## src/rtl/refill_victim_ctrl.sv

```systemverilog
`default_nettype none
// ============================================================================
// Module   : refill_victim_ctrl
// Purpose  : Line-refill controller for set-associative caches and TLBs.
//            On a miss it picks a victim way (lowest invalid way first, else
//            the PLRU victim), fetches the line through a request/grant and
//            read-valid handshake, streams the beats into the data array and
//            pulses the filled way back to the PLRU tree and the requester.
// Ports    : clk, rst_n                   clock, async active-low reset
//            miss_valid_i/miss_ready_o    miss handshake
//            miss_addr_i                  missing address
//            way_valid_i, plru_i          set state sampled at acceptance
//            used_o                       one-hot PLRU update pulse
//            mem_req_o/mem_addr_o/mem_gnt_i  refill request handshake
//            mem_rvalid_i/mem_rdata_i     returning read beats
//            wr_en_o/wr_way_o/wr_beat_o/wr_data_o  data-array write port
//            done_o/done_way_o            refill-complete pulse
// Revision : 1.0 - initial release
// ============================================================================
module refill_victim_ctrl #(
  parameter int WAYS   = 4,
  parameter int BEATS  = 4,
  parameter int ADDR_W = 32,
  parameter int DATA_W = 32
) (
  input  logic                     clk,
  input  logic                     rst_n,
  input  logic                     miss_valid_i,
  output logic                     miss_ready_o,
  input  logic [ADDR_W-1:0]        miss_addr_i,
  input  logic [WAYS-1:0]          way_valid_i,
  input  logic [WAYS-1:0]          plru_i,
  output logic [WAYS-1:0]          used_o,
  output logic                     mem_req_o,
  output logic [ADDR_W-1:0]        mem_addr_o,
  input  logic                     mem_gnt_i,
  input  logic                     mem_rvalid_i,
  input  logic [DATA_W-1:0]        mem_rdata_i,
  output logic                     wr_en_o,
  output logic [WAYS-1:0]          wr_way_o,
  output logic [$clog2(BEATS)-1:0] wr_beat_o,
  output logic [DATA_W-1:0]        wr_data_o,
  output logic                     done_o,
  output logic [WAYS-1:0]          done_way_o
);

  localparam int BEAT_W = $clog2(BEATS);
  localparam int OFF_W  = BEAT_W + $clog2(DATA_W / 8);
  localparam logic [ADDR_W-1:0]  C_LINE_MASK = {ADDR_W{1'b1}} << OFF_W;
  localparam logic [BEAT_W-1:0]  C_LAST_BEAT = BEAT_W'(BEATS - 1);

  typedef enum logic [1:0] {
    IDLE = 2'd0,
    REQ  = 2'd1,
    FILL = 2'd2,
    DONE = 2'd3
  } state_t;

  state_t              r_state;
  logic [WAYS-1:0]     r_victim;
  logic [BEAT_W-1:0]   r_beat;
  logic [WAYS-1:0]     w_new_victim;
  logic                w_found;
  logic                w_fill;

  // Victim choice: lowest invalid way wins; otherwise the lowest set bit of
  // the PLRU vector (which is plru_i itself when it is one-hot); a zero PLRU
  // vector falls back to way 0 so the result is always exactly one-hot.
  always_comb begin
    w_new_victim = '0;
    w_found      = 1'b0;
    for (int i = 0; i < WAYS; i++) begin
      if (!w_found && !way_valid_i[i]) begin
        w_new_victim[i] = 1'b1;
        w_found         = 1'b1;
      end
    end
    for (int i = 0; i < WAYS; i++) begin
      if (!w_found && plru_i[i]) begin
        w_new_victim[i] = 1'b1;
        w_found         = 1'b1;
      end
    end
    if (!w_found) begin
      w_new_victim[0] = 1'b1;
    end
  end

  // Write port is a same-cycle pass-through of the returning beat.
  assign w_fill    = (r_state == FILL);
  assign wr_en_o   = w_fill & mem_rvalid_i;
  assign wr_beat_o = r_beat;
  assign wr_data_o = w_fill ? mem_rdata_i : '0;

  always_ff @(posedge clk or negedge rst_n) begin
    if (!rst_n) begin
      r_state      <= IDLE;
      r_victim     <= '0;
      r_beat       <= '0;
      miss_ready_o <= 1'b1;
      mem_req_o    <= 1'b0;
      mem_addr_o   <= '0;
      wr_way_o     <= '0;
      used_o       <= '0;
      done_o       <= 1'b0;
      done_way_o   <= '0;
    end else begin
      case (r_state)
        IDLE: begin
          if (miss_valid_i) begin
            mem_addr_o   <= miss_addr_i & C_LINE_MASK;
            r_victim     <= w_new_victim;
            miss_ready_o <= 1'b0;
            mem_req_o    <= 1'b1;
            r_state      <= REQ;
          end
        end
        REQ: begin
          if (mem_gnt_i) begin
            mem_req_o <= 1'b0;
            r_beat    <= '0;
            wr_way_o  <= r_victim;
            r_state   <= FILL;
          end
        end
        FILL: begin
          if (mem_rvalid_i) begin
            // Counter wraps to 0 naturally on the last beat.
            r_beat <= r_beat + 1'b1;
            if (r_beat == C_LAST_BEAT) begin
              wr_way_o   <= '0;
              done_o     <= 1'b1;
              done_way_o <= r_victim;
              used_o     <= r_victim;
              r_state    <= DONE;
            end
          end
        end
        DONE: begin
          done_o       <= 1'b0;
          done_way_o   <= '0;
          used_o       <= '0;
          miss_ready_o <= 1'b1;
          r_state      <= IDLE;
        end
        default: begin
          r_state      <= IDLE;
          miss_ready_o <= 1'b1;
          mem_req_o    <= 1'b0;
          wr_way_o     <= '0;
          used_o       <= '0;
          done_o       <= 1'b0;
          done_way_o   <= '0;
        end
      endcase
    end
  end

endmodule
`default_nettype wire

```

## config.mk

```make
export PLATFORM = sky130hd
export DESIGN_NAME = refill_victim_ctrl
export DESIGN_NICKNAME = d
export VERILOG_FILES = /design/src/rtl/refill_victim_ctrl.sv
export SDC_FILE = /design/constraint.sdc
export NUM_CORES = 1
export LEC_CHECK = 0
export BUFFER_PORTS_ARGS = -buffer_cell sky130_fd_sc_hd__buf_2
export CAP_MARGIN = 10
export CORE_UTILIZATION = 42
export DETAILED_ROUTE_END_ITERATION = 12
export PLACE_DENSITY = 0.85
export SYNTH_ARGS = -nofsm -noshare
export SYNTH_HDL_FRONTEND = slang
export SYNTH_SLANG_ARGS = --single-unit
```

## constraint.sdc

```tcl
create_clock -name clk -period 2.1 [get_ports clk]
set_clock_uncertainty 0.1 [all_clocks]
set_input_delay 0.525 -clock clk [delete_from_list [all_inputs] [get_ports clk]]
set_output_delay 0.525 -clock clk [all_outputs]
set_load 0.005 [all_outputs]
```

# After elaboration in Yosys (flattened, before gate mapping)
# Index checks and enable logic that the tools add are counted.
[word_totals]
output_inout_bits = 82
in_bits = 77
register_bits = 47
wordCells = 87
[classes]
mux = 40
n_eq_ne = 8
n_bitwise = 1
addsub = 1
reduce_logical = 28
[ops]
columns = ["operator", "n"]
rows = [
  ["two-way mux 32 bit", 1],
  ["two-way mux 1 bit", 21],
  ["two-way mux 4 bit", 5],
  ["case mux 4 bit (2 select lines)", 2],
  ["two-way mux 2 bit", 6],
  ["zero test 1 bit", 9],
  ["AND reduction 3 bit", 3],
  ["case mux 2 bit (4 select lines)", 1],
  ["AND reduction 4 bit", 2],
  ["nonzero test 2 bit", 4],
  ["logical AND 1 bit", 7],
  ["== test 2 bit (second input constant)", 3],
  ["!= test 2 bit (second input constant)", 3],
  ["case mux 1 bit (2 select lines)", 3],
  ["case mux 2 bit (2 select lines)", 1],
  ["AND reduction 2 bit", 2],
  ["adder 2 x 1 -> 2 bit (second input constant)", 1],
  ["== test 2 x 1 -> 1 bit (second input constant)", 1],
  ["zero test 2 bit", 1],
  ["!= test 2 x 1 -> 1 bit (second input constant)", 1],
  ["bitwise AND 1 bit", 1],
]

# Logic depth before layout (Yosys ltp)
# Gate-level depths: netlist of run 1.
[depth]
depth_word = 22
depth_mapped = 7
mapped_depth_nobuf = 5

# Least setup slack after synthesis of run 1
# Ideal clock, no wire load.
[synth_timing]
path_kind = "register to output"
startpoint = "reg r_state[0]"
endpoint = "out wr_data_o[0]"
path_stages_with_launch = 7
n_path_buf = 3
arrival_ps = 1387
setup_slack_ps = 88
required_ps = 1475
cell_sequence = "dfrtp_1 inv_1 ha_1 buf_2 clkbuf_1 clkbuf_1 and2_1"
[synth_via]
elab_chain_len = 2
[synth_rtl]
columns = ["element", "line", "text"]
rows = [
  ["from (decl)", "59", "state_t r_state;"],
  ["from (signal assigned)", "97", "r_state <= IDLE;"],
  ["from (signal assigned)", "115", "r_state <= REQ;"],
  ["from (signal assigned)", "123", "r_state <= FILL;"],
  ["== test 2 bit", "90", "assign w_fill = (r_state == FILL);"],
  ["two-way mux 32 bit", "93", "assign wr_data_o = w_fill ? mem_rdata_i : '0;"],
  ["to (decl)", "42", "output logic [DATA_W-1:0] wr_data_o,"],
]
# No other way between the ends.

# Final worst setup path of run 1
[layout_timing]
startpoint = "reg r_state[0]"
endpoint = "out wr_data_o[4]"
# The elaborated chain is that of the path after synthesis.

==> results of run 1 <==
## where the power goes
group          internal (mW)  switching, mW  leakage [nW]
Sequential              1.33          0.248         0.580
Clock                  0.269          0.295        0.0474
Combinational           1.12           1.02          1.29
Total                   2.72           1.56          1.91
## timing repair
action                                  4_1_cts  5_1_grt
gates cloned                                  0        1
gates resized for setup                       3        2
endpoints found under the hold margin         0        0
pin swaps                                     0        0
endpoints found under the setup margin       33       33
buffers inserted                              0        4
## kinds of logic (layout without fill, tap and decap cells)
group           after synthesis  count (layout)  share of synthesized area
compound gates               19              19                    0.06300
fa+ha+maj                     6               6                    0.03203
buf+inv                      23             172                    0.05125
flops                        47              47                     0.5024
mux                           7               7                    0.03257
other cells                   1               4                   0.001600
simple gates                154             154                     0.3171
## state kept, by name, indices dropped and copies added (netlist names)
| name | count |
|---|---|
| wr_way_o | 4 |
| mem_addr_o | 28 |
| done_o | 1 |
| mem_req_o | 1 |
| wr_beat_o | 2 |
| miss_ready_o | 1 |
| r_state | 2 |
| done_way_o | 4 |
| r_victim | 4 |
## path summary, 6_finish.rpt
kind,end,cells past startpoint
worst max-delay path,wr_data_o[4],5
worst max register to register,done_way_o[2]$_DFFE_PN0P_,5
worst min register to register,mem_addr_o[31]$_DFFE_PN0P_,2
min in group clk,mem_addr_o[30]$_DFFE_PN0P_,3
worst min-delay path,mem_addr_o[30]$_DFFE_PN0P_,1
max in group asynchronous,mem_addr_o[8]$_DFFE_PN0P_,2
## cell usage in the layout, fill, tap and decap left out, drive strengths merged, types with 5 or more instances in the layout
cell	synthesis	final
clkbuf	6	7
nand2	88	88
and2	35	35
nor2b	8	8
dfrtp	46	46
mux2	5	5
nor2	9	9
buf	14	160
ha	6	6
## per-stage QoR
| step | worst slack [ns] | power, mW | utilization |
|---|---|---|---|
| 2_1_floorplan | 0.08836 | 2.746 | - |
| 3_3_place_gp | 0.2482 | 3.521 | 0.5999 |
| 3_5_place_dp | 0.1912 | 3.603 | 0.5999 |
| 4_1_cts | 0.02074 | 4.198 | 0.6211 |
| 5_1_grt | 0.005382 | 4.684 | 0.6326 |
| 6_report | 0.08235 | 4.281 | 0.6326 |
## critical path, cell delays in order (launching register included)
cell	delay, ns
dfrtp_1	0.41
inv_2	0.10
ha_4	0.19
clkbuf_16	0.18
and2_1	0.12
buf_2	0.11
## cell usage after synthesis
cell type | number | area (um2)
buf_4 | 8 | 60.06
conb_1 | 1 | 3.750
nand4_1 | 2 | 12.51
nor2_1 | 9 | 33.78
o2bb2ai_1 | 1 | 8.760
and4_1 | 1 | 8.760
a311o_1 | 1 | 10.01
nor3b_1 | 2 | 15.01
nand2b_1 | 2 | 12.51
a31oi_1 | 3 | 18.77
a41oi_1 | 1 | 8.760
o22a_1 | 1 | 8.760
nor4bb_1 | 1 | 10.01
o21ai_0 | 2 | 10.01
inv_1 | 3 | 11.26
nand4b_1 | 3 | 26.28
mux2i_1 | 2 | 20.02
a22o_1 | 4 | 35.03
clkbuf_1 | 6 | 22.52
o32a_1 | 1 | 10.01
a21oi_1 | 2 | 10.01
nand2_1 | 88 | 330.3
and3b_1 | 1 | 8.760
ha_1 | 6 | 75.07
a31oi_2 | 1 | 12.51
and2_1 | 35 | 219.0
mux2_2 | 5 | 56.30
buf_1 | 3 | 11.26
dfrtp_1 | 46 | 1151
dfstp_2 | 1 | 26.28
a21boi_1 | 1 | 7.510
o211ai_1 | 1 | 7.510
buf_2 | 3 | 15.01
nand3_1 | 1 | 5.000
nor2b_1 | 8 | 50.05
or3_4 | 1 | 11.26
## area by class of cell
type                       instances  share of cell area
tap                               70             0.02644
clock inverter                     2            0.004909
sequential                        47              0.3554
multi-input combinational        190              0.3244
clock buffer                       6             0.02492
inverter                           3            0.003399
timing repair buffer             161              0.2606
## layer usage
metal / global-route usage / wire length [um] / up-vias
met1: 0.2392 / 2399 / 993
met5: 0 / 0 / -
met2: 0.4036 / 3140 / 72
met3: 0.03333 / 240 / 6
met4: 0.06154 / 68 / 0
li1: - / - / 1119
==> results.md, run 1 <==
- MaxCap Viol Count: 0
- Count of port buffers added during placement: 150
- Worst Hold Margin: 0.07294 ns
- Flops & latches, synth: 47
- Setup TNS after final layout: 0 ns
- Count of unique library cells instantiated by Yosys: 36
- Number of sinks driven by the clock tree: 47
- CTS H-tree depth: 2
- Gate count of the mapped netlist: about 260
- Via count of the routed design: between 2000 and 2500
- Maximum number of pins on one net before global-route repair: 43
- Number of nets in the finished design: 491
- Multi-input combinational cell area: 1075 um2
- Row Count: 26
- Critical Path End Type: primary output
- Number of violations reported at the end of detailed-routing iteration 0: around 120
- Antenna Nets Post-Route: 0
- Total placed instance area: 3142 um2
- First-pass GRT wire length: approximately 10 mm
- Global-route usage over all layers: 0.2116
- Synthesized area per cell: just over 9 um2
- Number of instances in the placed design: approximately 470
- Timing-limited maximum frequency: about 500 MHz
- Share of final-layout standard cells stronger than drive strength 1: 0.4425
- Nature of the critical path startpoint: flop
- Final cell area excluding filler cells: approximately 3300 um2
- Num CTS Buffers: 5
- GRT overflow: 0
- Final worst path period share: 0.9608
- Clock transition at path regs: ~0.090 ns
- Antenna diode instance count: 0
- Minimum setup slack among reg-to-reg paths: approximately 0.18 ns
- Synthesized cell area: ~2300 um2
- Via count of the first global-routing pass: ~2300
- Number of iterations in the first detailed-routing pass: 4
- Crit path launch: r_state[0]$_DFFE_PN0P_
- Quantity of hold-fixing buffers added after cts: 0
- Clk buf depth: 2
- Arrival time of data at the critical path endpoint: ~1.4 ns
- Seq. cell area: roughly 1200 um2
- Power per standard cell area: approximately 1300 nW/um2
- Initial antenna violation count: 0
- Minimum clock period: around 2.0 ns
- Remaining routing DRC violations: 0
- Final number of max-transition violations: 0
- Area Growth Syn to Fin: 41.38%
- Min-Delay Path Class: input port to asynchronous set/reset pin
- Run status: completed
- Die Footprint: between 5000 and 6000 um2
- Filler-free cell count of the finished design: 479
- P_leak: 1.914 nW
- Maximum resistive drop on vdd: 0.6007 mV
- Clock Root Buffer: clkbuf_8
- Initial cell density of the core: 0.4474
- Weighted congestion at the end of routability-driven global placement: a little under 0.8
- Via count normalized by instance count: between 4 and 5
- Final hold viol count: 0
- Area of the core region: ~5200 um2
- Die extent in x: ~77 um
- Fill count: between 400 and 500
- Critical path peak fanout: 21
- Estimated wirelength of the detail-placed design: between 4 and 5 mm
- Top Ports: 159
- DR WL/cell: ~12 um
- Crit path required time: ~1.5 ns
- Part of the Yosys area used for sequential elements: 0.5024
- Clock latency on the worst-skew pair: a little under 0.3 ns
- Clock tree from TritonCTS: yes
- Setup repair after global routing missed its margin: no
- # setup viols final: 0
- Die extent in y: ~77 um
- Critical path class: flop to primary output
- Launch point of the worst reg-to-reg path: r_state[0]$_DFFE_PN0P_
- Routed wire length: a little under 6 mm
- Number of warning messages in the yosys log: 0
No activity file was read; power rests on OpenSTA's default activity.
==> inputs of run 2 (changes only) <==
--- a/config.mk
+++ b/config.mk
@@ -5,7 +5,7 @@
 export SDC_FILE = /design/constraint.sdc
 export NUM_CORES = 1
 export LEC_CHECK = 0
-export BUFFER_PORTS_ARGS = -buffer_cell sky130_fd_sc_hd__buf_2
+export BUFFER_PORTS_ARGS = -buffer_cell sky130_fd_sc_hd__clkbuf_2
 export CAP_MARGIN = 10
 export CORE_UTILIZATION = 42
 export DETAILED_ROUTE_END_ITERATION = 12
==> run 2 against run 1 <==
Net effect:
- first-iteration DRC count up 2.6%
- final cell count fell by 0.42%
- power rose by 1.7%
- worst hold slack better by 0.075 ns
- maximum frequency grew 0.41%
- critical path type unchanged
- largest power group unchanged
==> results.md, run 2 (synthesis results as in run 1) <==
- Critical path peak fanout: 26
- CP max-delay cell: dfrtp_1
- Via count normalized by instance count: roughly 4.7
- Setup repair after global routing missed its margin: no
- Minimum clock period: ~2 ns
- P_leak: approximately 1.9 nW
- Via count of the first global-routing pass: 2244
- Die Footprint: 5882 um2
- Timing-limited maximum frequency: around 500 MHz
- CP Cell Sequence: inv_2 > ha_4 > buf_12 > and2_1 > clkbuf_2
- Min-Delay Path Class: input port to asynchronous set/reset pin
- Clock tree from TritonCTS: yes
- Antenna Nets Post-Route: 0
- CTS H-tree depth: 2
- Worst Max-Slew Pin Slew: 0.6713 ns
- Clk buf depth: 2
- Die extent in x: 76.70 um
- Critical Path End Type: primary output
- Count of port buffers added during placement: 150
- Final number of max-transition violations: 0
- Initial cell density of the core: 0.4474
- Final Util: 0.6321
- Weighted congestion at the end of routability-driven global placement: just under 0.8
- Estimated wirelength of the detail-placed design: approximately 4.5 mm
- Setup TNS after final layout: 0 ns
- Number of violations reported at the end of detailed-routing iteration 0: between 100 and 150
- Share of final-layout standard cells stronger than drive strength 1: 0.4349
- Initial antenna violation count: 0
- Clock transition at path regs: about 0.09 ns
- Remaining routing DRC violations: 0
- Number of iterations in the first detailed-routing pass: 4
- Place WS: 0.1597 ns
- GRT overflow: 0
- Num CTS Buffers: 5
- Number of sinks driven by the clock tree: 47
- Normalized max-slew margin: 0.5525
- Arrival time of data at the critical path endpoint: ~1.4 ns
- Max FFs per register: 28
- Number of nets in the finished design: 490
- Final hold viol count: 0
- Post-route setup slack: 0.09057 ns
- Fill count: around 440
- Area Growth Syn to Fin: 41.27%
- Family of cells with the greatest summed delay on the critical path: flip-flops
- Commonest non-fill, non-tap cell in the layout: clkbuf_2
- DR WL/cell: 12.19 um
- Worst Path Buf+Inv: 3
- Critical path class: flop to primary output
- # setup viols final: 0
- Area of the core region: 5238 um2
- Maximum resistive drop on vdd: 0.6346 mV
- Row Count: 26
- Clock latency on the worst-skew pair: 0.30 ns
- First-pass GRT wire length: 9.929 mm
- Peak per-stage delay on the critical path: roughly 0.41 ns
- Die extent in y: about 77 um
- MaxCap Viol Count: 0
- Largest reg by FF count: mem_addr_o
- Top Ports: 159
- Global-route usage over all layers: 0.2116
- Final worst path period share: 0.9569
- Crit path required time: 1.47 ns
- Leading cell types in the layout, fill and taps excluded: clkbuf_2, nand2_1, dfrtp_1
- Run status: completed
- Routed wire length: about 5.8 mm
- Clock Root Buffer: clkbuf_8
- Quantity of hold-fixing buffers added after cts: 0
- Via count of the routed design: between 2000 and 2500
- Antenna diode instance count: 0
- Maximum number of pins on one net before global-route repair: 30
- Nature of the critical path startpoint: flop
- Power per standard cell area: between 1000 and 1500 nW/um2
run 2: final timing paths:
kind	slack, ns	depth (start not counted)	start	to
max	0.09	5	r_state[0]$_DFFE_PN0P_	wr_data_o[30]
min	0.15	1	rst_n	mem_addr_o[29]$_DFFE_PN0P_
max reg2reg	0.17	5	r_state[0]$_DFFE_PN0P_	done_way_o[3]$_DFFE_PN0P_
min reg2reg	0.38	2	mem_addr_o[14]$_DFFE_PN0P_	mem_addr_o[14]$_DFFE_PN0P_
max in group asynchronous	1.19	2	rst_n	mem_addr_o[22]$_DFFE_PN0P_
min in group clk	0.31	3	miss_addr_i[11]	mem_addr_o[11]$_DFFE_PN0P_
run 2: area by class of cell:
cell class | count | area, um2 | share of cell area
Sequential cell | 47 | 1177 | 0.3556
Multi-Input combinational cell | 190 | 1070 | 0.3231
Tap cell | 70 | 87.58 | 0.02645
Inverter | 3 | 11.26 | 0.003401
Clock buffer | 5 | 68.82 | 0.02079
Clock inverter | 2 | 37.54 | 0.01134
Timing Repair Buffer | 160 | 858.3 | 0.2593
run 2: routing by layer:
metal,wire length [um],track usage,vias to the layer above,share of wire
met5,0,0,-,0
met1,2424,0.2300,1043,0.42
met4,78,0.06538,0,0.013
met2,3065,0.4009,68,0.53
met3,248,0.04881,7,0.043
li1,-,-,1113,-
run 2: what timing repair did:
item                       CTS  global route
setup endpoints to repair   33            28
buffers inserted             1             3
resized for setup            5             3
run 2: per-stage QoR:
step                      instance area (um2)  hold slack (ns)  total power, mW  instances
after floorplan                          2355           0.1294            2.746        260
after global placement                   3142           0.3574            3.525        466
after detailed placement                 3142           0.3616            3.614        466
after CTS                                3276           0.1635            4.329        474
after global routing                     3311           0.1809            4.746        477
final                                    3311           0.1479            4.353        477
run 2: power by group:
part	internal (mW)	switching, mW	total [mW]
clock network	0.348	0.293	0.641
logic	1.10	1.03	2.13
registers	1.33	0.256	1.59
total	2.77	1.58	4.35
